==> config.mk <==
export PLATFORM = sky130hd
export DESIGN_NAME = cache_miss_sequencer
export DESIGN_NICKNAME = d
export VERILOG_FILES = /design/src/rtl/cache_miss_sequencer_pkg.sv /design/src/rtl/cache_miss_sequencer_sat_counter.sv /design/src/rtl/cache_miss_sequencer.sv
export SDC_FILE = /design/constraint.sdc
export NUM_CORES = 1
export LEC_CHECK = 0
export CAP_MARGIN = 20
export CORE_MARGIN = 5
export CORE_UTILIZATION = 40
export CTS_CLUSTER_SIZE = 14
export DETAILED_ROUTE_END_ITERATION = 12
export PLACE_DENSITY = 0.83
export SYNTH_ARGS = -nofsm -noshare
export SYNTH_HDL_FRONTEND = slang
export SYNTH_SLANG_ARGS = --single-unit
==> constraint.sdc <==
create_clock -name clock -period 1.8 [get_ports clock]
set_clock_uncertainty 0.05 [all_clocks]
set_input_delay 0.36 -clock clock [delete_from_list [all_inputs] [get_ports clock]]
set_output_delay 0.36 -clock clock [all_outputs]
set_load 0.02 [all_outputs]
==> src/rtl/cache_miss_sequencer_pkg.sv <==
// Shared definitions for the cache miss sequencer: field widths, FSM state
// encoding, the debug snapshot struct and address field helpers.
package cache_miss_sequencer_pkg;

  // Request / memory field widths
  localparam int ADDR_W     = 5;  // tag [4:2], index [1:0]
  localparam int TAG_W      = 3;
  localparam int IDX_W      = 2;
  localparam int DATA_W     = 3;
  localparam int MEM_ADDR_W = 4;

  // Width of the read-latency down-counter (MEM_LAT is at most 4)
  localparam int LAT_W      = 3;

  // Raw state codes, kept as plain constants for legacy tooling that
  // decodes the state bus numerically.
  localparam logic [2:0] ST_IDLE = 3'd0;
  localparam logic [2:0] ST_WB   = 3'd1;
  localparam logic [2:0] ST_RD   = 3'd2;
  localparam logic [2:0] ST_FILL = 3'd3;
  localparam logic [2:0] ST_DONE = 3'd4;

  // FSM state enumeration built on the raw codes above
  typedef enum logic [2:0] {
    S_IDLE = ST_IDLE,
    S_WB   = ST_WB,
    S_RD   = ST_RD,
    S_FILL = ST_FILL,
    S_DONE = ST_DONE
  } state_e;

  // Debug snapshot: current state plus the captured miss request
  typedef struct packed {
    state_e              state;
    logic                wren;
    logic                dirty;
    logic [TAG_W-1:0]    victim_tag;
    logic [ADDR_W-1:0]   addr;
  } miss_dbg_t;

  // Tag field of a request address
  function automatic logic [TAG_W-1:0] addr_tag(input logic [ADDR_W-1:0] a);
    return a[ADDR_W-1:IDX_W];
  endfunction

  // Index field of a request address
  function automatic logic [IDX_W-1:0] addr_index(input logic [ADDR_W-1:0] a);
    return a[IDX_W-1:0];
  endfunction

endpackage

==> src/rtl/cache_miss_sequencer_sat_counter.sv <==
// Saturating up-counter with synchronous clear. Clear wins over increment,
// so a reset coinciding with an increment leaves the count at zero.
module sat_counter #(
  parameter int WIDTH = 8
) (
  input  logic             clock,
  input  logic             clear,
  input  logic             inc,
  output logic [WIDTH-1:0] count
);

  // Count up on inc, stick at all-ones, clear synchronously
  always_ff @(posedge clock) begin
    if (clear) begin
      count <= '0;
    end else if (inc && (count != {WIDTH{1'b1}})) begin
      count <= count + 1'b1;
    end
  end

endmodule

==> src/rtl/cache_miss_sequencer.sv <==
// Cache miss sequencer: accepts one miss at a time from the cache, writes
// back a dirty victim, reads the missing word from main memory, delivers it
// as a one-cycle refill strobe and signals the end of the miss with done.
//
// Handshake: a miss transfers on a rising edge where req_valid=1 and
// req_ready=1. req_ready is high only in IDLE; the request and victim fields
// are captured on that edge and all request inputs are ignored until the
// sequencer is back in IDLE. A requester holding req_valid high through
// DONE is accepted on the first IDLE edge, leaving one idle cycle.
//
// Memory interface: mem_addr/mem_wren/mem_wdata are driven combinationally
// from the state. In RD the read address is held steady for MEM_LAT cycles
// (legal range 1..4) and mem_rdata is sampled on the edge leaving RD.
module cache_miss_sequencer
  import cache_miss_sequencer_pkg::*;
#(
  parameter int MEM_LAT = 2,
  parameter int CNT_W   = 8
) (
  input  logic                  clock,
  input  logic                  reset,
  // miss request from the cache
  input  logic                  req_valid,
  output logic                  req_ready,
  input  logic                  req_wren,
  input  logic [ADDR_W-1:0]     req_addr,
  input  logic                  victim_dirty,
  input  logic [TAG_W-1:0]      victim_tag,
  input  logic [DATA_W-1:0]     victim_data,
  // main memory
  output logic [MEM_ADDR_W-1:0] mem_addr,
  output logic [DATA_W-1:0]     mem_wdata,
  output logic                  mem_wren,
  input  logic [DATA_W-1:0]     mem_rdata,
  // refill to the cache
  output logic                  fill_valid,
  output logic [DATA_W-1:0]     fill_data,
  output logic [IDX_W-1:0]      fill_index,
  output logic [TAG_W-1:0]      fill_tag,
  // status
  output logic                  done,
  output logic                  busy,
  output logic [CNT_W-1:0]      wb_count,
  output logic [CNT_W-1:0]      fill_count,
  // debug view of the FSM and captured request
  output miss_dbg_t             dbg
);

  // Reload value of the read-latency down-counter
  localparam logic [LAT_W-1:0] LAT_LOAD = LAT_W'(MEM_LAT - 1);

  state_e               state;
  state_e               next_state;

  // Request captured on the accepting edge
  logic [ADDR_W-1:0]    addr_q;
  logic                 wren_q;
  logic                 dirty_q;
  logic [TAG_W-1:0]     vtag_q;
  logic [DATA_W-1:0]    vdata_q;

  logic [LAT_W-1:0]     lat_cnt;
  logic [DATA_W-1:0]    rdata_q;

  logic                 accept;
  logic                 rd_exit;
  logic                 enter_rd;

  assign accept   = (state == S_IDLE) && req_valid;
  assign rd_exit  = (state == S_RD) && (lat_cnt == '0);
  assign enter_rd = (state != S_RD) && (next_state == S_RD);

  // Next-state selection for the miss FSM
  always_comb begin
    next_state = state;
    case (state)
      S_IDLE: begin
        if (req_valid) begin
          if (victim_dirty)   next_state = S_WB;
          else if (!req_wren) next_state = S_RD;
          else                next_state = S_DONE;
        end
      end
      S_WB:    next_state = wren_q ? S_DONE : S_RD;
      S_RD:    next_state = (lat_cnt == '0) ? S_FILL : S_RD;
      S_FILL:  next_state = S_DONE;
      S_DONE:  next_state = S_IDLE;
      default: next_state = S_IDLE;
    endcase
  end

  // State register; reset abandons any miss in progress
  always_ff @(posedge clock) begin
    if (reset) begin
      state <= S_IDLE;
    end else begin
      state <= next_state;
    end
  end

  // Capture the request and victim on the accepting edge only
  always_ff @(posedge clock) begin
    if (reset) begin
      addr_q  <= '0;
      wren_q  <= 1'b0;
      dirty_q <= 1'b0;
      vtag_q  <= '0;
      vdata_q <= '0;
    end else if (accept) begin
      addr_q  <= req_addr;
      wren_q  <= req_wren;
      dirty_q <= victim_dirty;
      vtag_q  <= victim_tag;
      vdata_q <= victim_data;
    end
  end

  // Memory read latency: load on RD entry, count down while in RD
  always_ff @(posedge clock) begin
    if (reset) begin
      lat_cnt <= '0;
    end else if (enter_rd) begin
      lat_cnt <= LAT_LOAD;
    end else if ((state == S_RD) && (lat_cnt != '0)) begin
      lat_cnt <= lat_cnt - 1'b1;
    end
  end

  // Hold the memory read data sampled on the edge leaving RD
  always_ff @(posedge clock) begin
    if (reset) begin
      rdata_q <= '0;
    end else if (rd_exit) begin
      rdata_q <= mem_rdata;
    end
  end

  // Memory port: writes only in WB, read address only in RD, zero elsewhere
  always_comb begin
    mem_addr  = '0;
    mem_wdata = '0;
    mem_wren  = 1'b0;
    case (state)
      S_WB: begin
        mem_wren  = 1'b1;
        mem_addr  = {vtag_q[MEM_ADDR_W-IDX_W-1:0], addr_index(addr_q)};
        mem_wdata = vdata_q;
      end
      S_RD: begin
        mem_addr  = addr_q[MEM_ADDR_W-1:0];
      end
      default: begin
        mem_addr  = '0;
      end
    endcase
  end

  // Refill strobe and completion strobe, zero outside their states
  always_comb begin
    fill_valid = 1'b0;
    fill_data  = '0;
    fill_index = '0;
    fill_tag   = '0;
    done       = 1'b0;
    if (state == S_FILL) begin
      fill_valid = 1'b1;
      fill_data  = rdata_q;
      fill_index = addr_index(addr_q);
      fill_tag   = addr_tag(addr_q);
    end
    if (state == S_DONE) begin
      done = 1'b1;
    end
  end

  assign req_ready = (state == S_IDLE);
  assign busy      = ~req_ready;

  // Debug snapshot of the FSM and the captured request
  always_comb begin
    dbg            = '0;
    dbg.state      = state;
    dbg.wren       = wren_q;
    dbg.dirty      = dirty_q;
    dbg.victim_tag = vtag_q;
    dbg.addr       = addr_q;
  end

  // One increment per writeback cycle; reset clears and suppresses it
  sat_counter #(.WIDTH(CNT_W)) u_wb_count (
    .clock (clock),
    .clear (reset),
    .inc   (state == S_WB),
    .count (wb_count)
  );

  // One increment per refill cycle; reset clears and suppresses it
  sat_counter #(.WIDTH(CNT_W)) u_fill_count (
    .clock (clock),
    .clear (reset),
    .inc   (state == S_FILL),
    .count (fill_count)
  );

endmodule
* Yosys cells after proc, flatten, opt, wreduce, memory -nomap -nowiden
Index checks and enable logic that the tools add are counted.
Word-level totals: word-level logic and storage cells 50, input bits 19, output and inout bits 49, register bits 38
Operators by class: multiplexer cells 16, bitwise operators 1, reduce and logical (&&, ||, !) cells 11, add/sub/neg operators 3, equality and inequality tests 8
Operators with widths (number):
- $mux W3 | 7
- $add A8 B1 Y8 const B | 2
- $ne A8 B8 Y1 const B | 2
- $pmux W3 S4 | 1
- $eq A3 B2 Y1 const B | 3
- $pmux W4 S2 | 1
- $logic_and A1 B1 Y1 | 6
- $logic_not A3 Y1 | 2
- $mux W1 | 6
- $eq A3 B1 Y1 const B | 1
- $eq A3 B3 Y1 const B | 1
- $ne A3 B2 Y1 const B | 1
- $reduce_bool A3 Y1 | 1
- $sub A3 B1 Y3 const B | 1
- $mux W2 | 1
- $reduce_bool A2 Y1 | 1
- $reduce_or A2 Y1 | 1
- $not A1 Y1 | 1

* Logic depth before layout (Yosys ltp)
Gate-level depths: netlist of the first run.
depth in word-level cells 7, mapped depth 7, gate-level depth less buffers 6

* By module
Synthesis of the first run repeated with hierarchy kept, for this count alone.
Second synthesis, totals: cell total of the unflattened synthesis 235, area total of the unflattened synthesis 1975.6 µm²
Modules (own cells, without submodules):
- cache_miss_sequencer | cells an instance 143, sequential area each 440.4 µm², times used 1, area an instance 1114.8 µm²
- sat_counter | cells an instance 46, sequential area each 160.2 µm², times used 2, area an instance 430.4 µm²

* Least setup slack after synthesis of the first run
Ideal clock, no wire load.
path kind flip-flop to output port, from reg state[1], to out fill_data[0], data required time 1390 ps, stages on the path, launching flop included 6, setup slack -188 ps, path buffers 3, arrival 1578 ps, cells stage by stage dfxtp_1 buf_2 and3b_1 buf_2 clkbuf_1 and2_1
On the way: cells in the longest elaborated chain, start to end 2
RTL lines:
- start, declared | RTL line cache_miss_sequencer.sv:52 | state_e state;
- start signal, assigned | RTL line cache_miss_sequencer.sv:97 | state <= next_state;
- $eq A3 B2 Y1 | RTL line cache_miss_sequencer.sv:165 | if (state == S_FILL) begin
- $mux W3 | RTL line cache_miss_sequencer.sv:165
- end, declared | RTL line cache_miss_sequencer.sv:37 | output logic [DATA_W-1:0] fill_data,
Every way passes these cells.

* Final worst setup path of the first run
from reg state[1], to out mem_wdata[1]
On the way: cells in the longest elaborated chain, start to end 2
RTL lines:
- $eq A3 B1 Y1 | RTL line cache_miss_sequencer.sv:143 | case (state)
- $mux W3 | RTL line cache_miss_sequencer.sv:143
- end, declared | RTL line cache_miss_sequencer.sv:32 | output logic [DATA_W-1:0] mem_wdata,
Every way passes these cells.

==> run summary, run 1 <==
overall routing resource usage: 17.5%
total power: 2100 uW
Top Ports: 68
Critical Path Sink Type: output pin
Post-synth top cells: dfxtp_1 (38), nand2_1 (31), nor2_1 (21), and2_1 (18), a21oi_1 (16)
clock share of power: 29.0%
drt wl/cell: 14.7 um
aggregate global routing overflow: 0
ys async rst share: 0%
min Tclk post-route: 1.82 ns
Post-Synth Adder-Cell Area: 2.73%
P_int: 1480 uW
Sum Neg Setup Slack: -0.0716 ns
Initial DRC Count: 98
worst skew pair latency: 0.29 ns
setup ws final: -0.0218 ns
Worst Hold Class: reg -> reg
Hold Crit Depth: 2
Reg power frac: 44.6%
Max Clk Rate: 549 MHz
total CTS buffers: 5
CTS max path bufs: 2
cell count after synthesis: 222
Synth cell types: 40
Synth Area in Compound Gates: 14.5%
Synth-to-Final Area Change: 55.1%
die width: 77.7 um
port bufs: 67
Post-synth top flop: dfxtp_1
routed wire length: 5.24 mm
max cap viols: 0
placed cell count: 348
Gate power share: 26.4%
RSZ-0062 raised after global routing: true
CTS tree: built
mux share of post-synthesis cell area: 3.83%
Final ANT Viol Nets: 0
die height: 77.7 um
initial antenna violation count: 0
Crit Path Category: reg -> out
VDD IR max: 478 uV
Slew HR: 78.6%
cell with the most instances after synthesis: dfxtp_1
clock root cell: clkbuf_8
final number of setup-violating endpoints: 4
Vias: 1865
Synth Register Bits: 38
final slew viol count: 0
Sink Count: 38
Post-Place Worst Slack: -0.222 ns
post-synthesis sequential area ratio: 41.6%
Psw: 621 uW
largest family of logic cells by synthesized area: simple AND/OR/NAND/NOR gates
vias in the first global route: 1875
DRT Pass-1 Iters: 4
failing checks: setup timing
P_leak: 0.00127 uW
dpl hpwl: 3.94 mm
Final period util: 101%
clk slew on worst S/H paths: 0.07 ns
share of layout cells above drive strength 1: 25.2%
Area contributors post-synth: dfxtp_1 (42%), nand2_1 (6.4%), and2_1 (6.2%)
endpoints failing hold: 0
Initial Util: 41.8%
simple-gate portion of the synthesized area: 29.0%
Post-Syn Area: 0.00183 sq mm
routability cong.: 0.867
post-synth net total: 245
area leader, netlist: dfxtp_1
Crit Path Max Fanout: 7
yosys warns: 0
Core Footprint: 0.00438 sq mm
Post-synth EDFFs: 0
Sw Ratio: 29.6%
CP required: 1.39 ns
vias per cell: 5.22
Rows: 24
worst r2r path cells: 5
# nets final: 327
drt drc: 0
Post-Synth XOR/XNOR Area: 3.35%
die area: 0.00603 sq mm
H-tree Lvls: 2
CP Launch Type: flop
share of the synthesized area in the top cell type: 41.6%
Tightest Pin Transition: 0.313 ns
syn avg cell area: 8.25 sq um
status: finished with violations
# diodes: 0
Pwr Density: 739 mW/mm^2
data arrival time of the critical path: 1.41 ns
largest net degree at the start of global routing: 17
Non-Filler Instances: 357
first-pass GRT wire length: 8.62 mm
==> flip-flops by register name, indices dropped and copies added, names as in the netlist <==
signal	flops
addr_q	5
dirty_q	1
lat_cnt	3
rdata_q	3
state	3
u_fill_count.count	8
u_wb_count.count	8
vdata_q	3
vtag_q	3
wren_q	1
==> critical path, stage by stage, from the launching register on <==
cell and delay, ns:
dfxtp_4 0.37, or3b_4 0.42, inv_4 0.09, and2_4 0.14, buf_6 0.11
==> power by group through the flow <==
stage	Sequential [uW]	Combinational [uW]	Clock, uW
final	935	554	608
after detailed placement	951	526	0
after floorplan	973	249	0
after CTS	935	530	622
after global routing	944	596	648
after global placement	949	514	0
==> path summary, 6_finish.rpt <==
check | startpoint | end | slack, ns
hold reg to reg | vtag_q[2] | vtag_q[2] | 0.41
setup / recovery | state[1] | mem_wdata[1] | -0.02
setup reg to reg | state[2] | state[1] | -0.01
hold / removal | vtag_q[2] | vtag_q[2] | 0.41
==> final cells by class <==
class,instances,area [sq um]
clock buffer,7,86.3
clock inverter,1,5.00
fill,361,1550
inverter,7,28.8
multi-input combinational,163,1030
sequential,38,772
tap,52,65.1
timing repair buffer,89,847
==> routing by layer <==
layer	up-vias	track usage, %	wire [um]
met3	8	4.51	242
li1	928	-	-
met4	0	7.73	104
met2	39	29.6	2690
met5	-	0	0
met1	890	20.7	2200
==> timing repair <==
action	4_1_cts	5_1_grt
pin swaps	0	4
gates cloned	0	0
setup endpoints to repair	28	28
setup buffers	1	0
resized for setup	103	37
hold buffers	0	0
==> through the flow <==
step	hold WS (ns)	utilization [%]	cell area, sq um
after floorplan	0.382	-	1850
after global placement	0.394	61.1	2680
after detailed placement	0.397	61.1	2680
after CTS	0.409	62.4	2740
after global routing	0.434	64.8	2840
final	0.405	64.8	2840
==> logic make-up after synthesis <==
family	after synthesis
simple gates	104
compound gates	41
flops	38
buf+inv	21
xor+xnor	7
mux	7
fa+ha+maj	4
==> placed cells by master, fill, tap and decap left out, types with 5 or more instances in the layout <==
master           Yosys  final
nor2_1              21     21
buf_2                5      5
clkdlybuf4s50_1      0     39
and2_1              18      7
nand2_1             31     31
nor3_1               6      5
dfxtp_1             38     35
and2_2               0      8
o21ai_0              6      6
clkbuf_8             0      6
xor2_1               6      6
buf_4                2     18
inv_1                5      5
buf_6                0     18
dlymetal6s2s_1       0      5
mux2i_1              7      7
a21oi_1             16     16
(Power assumes the default switching activity.)
==> inputs of run 2 (changes only) <==
- GPL_ROUTABILITY_DRIVEN: not set -> 0
- SLEW_MARGIN: not set -> 20
==> results of run 2 <==
The final DEF is identical to that of run 1; final timing and power are the same.
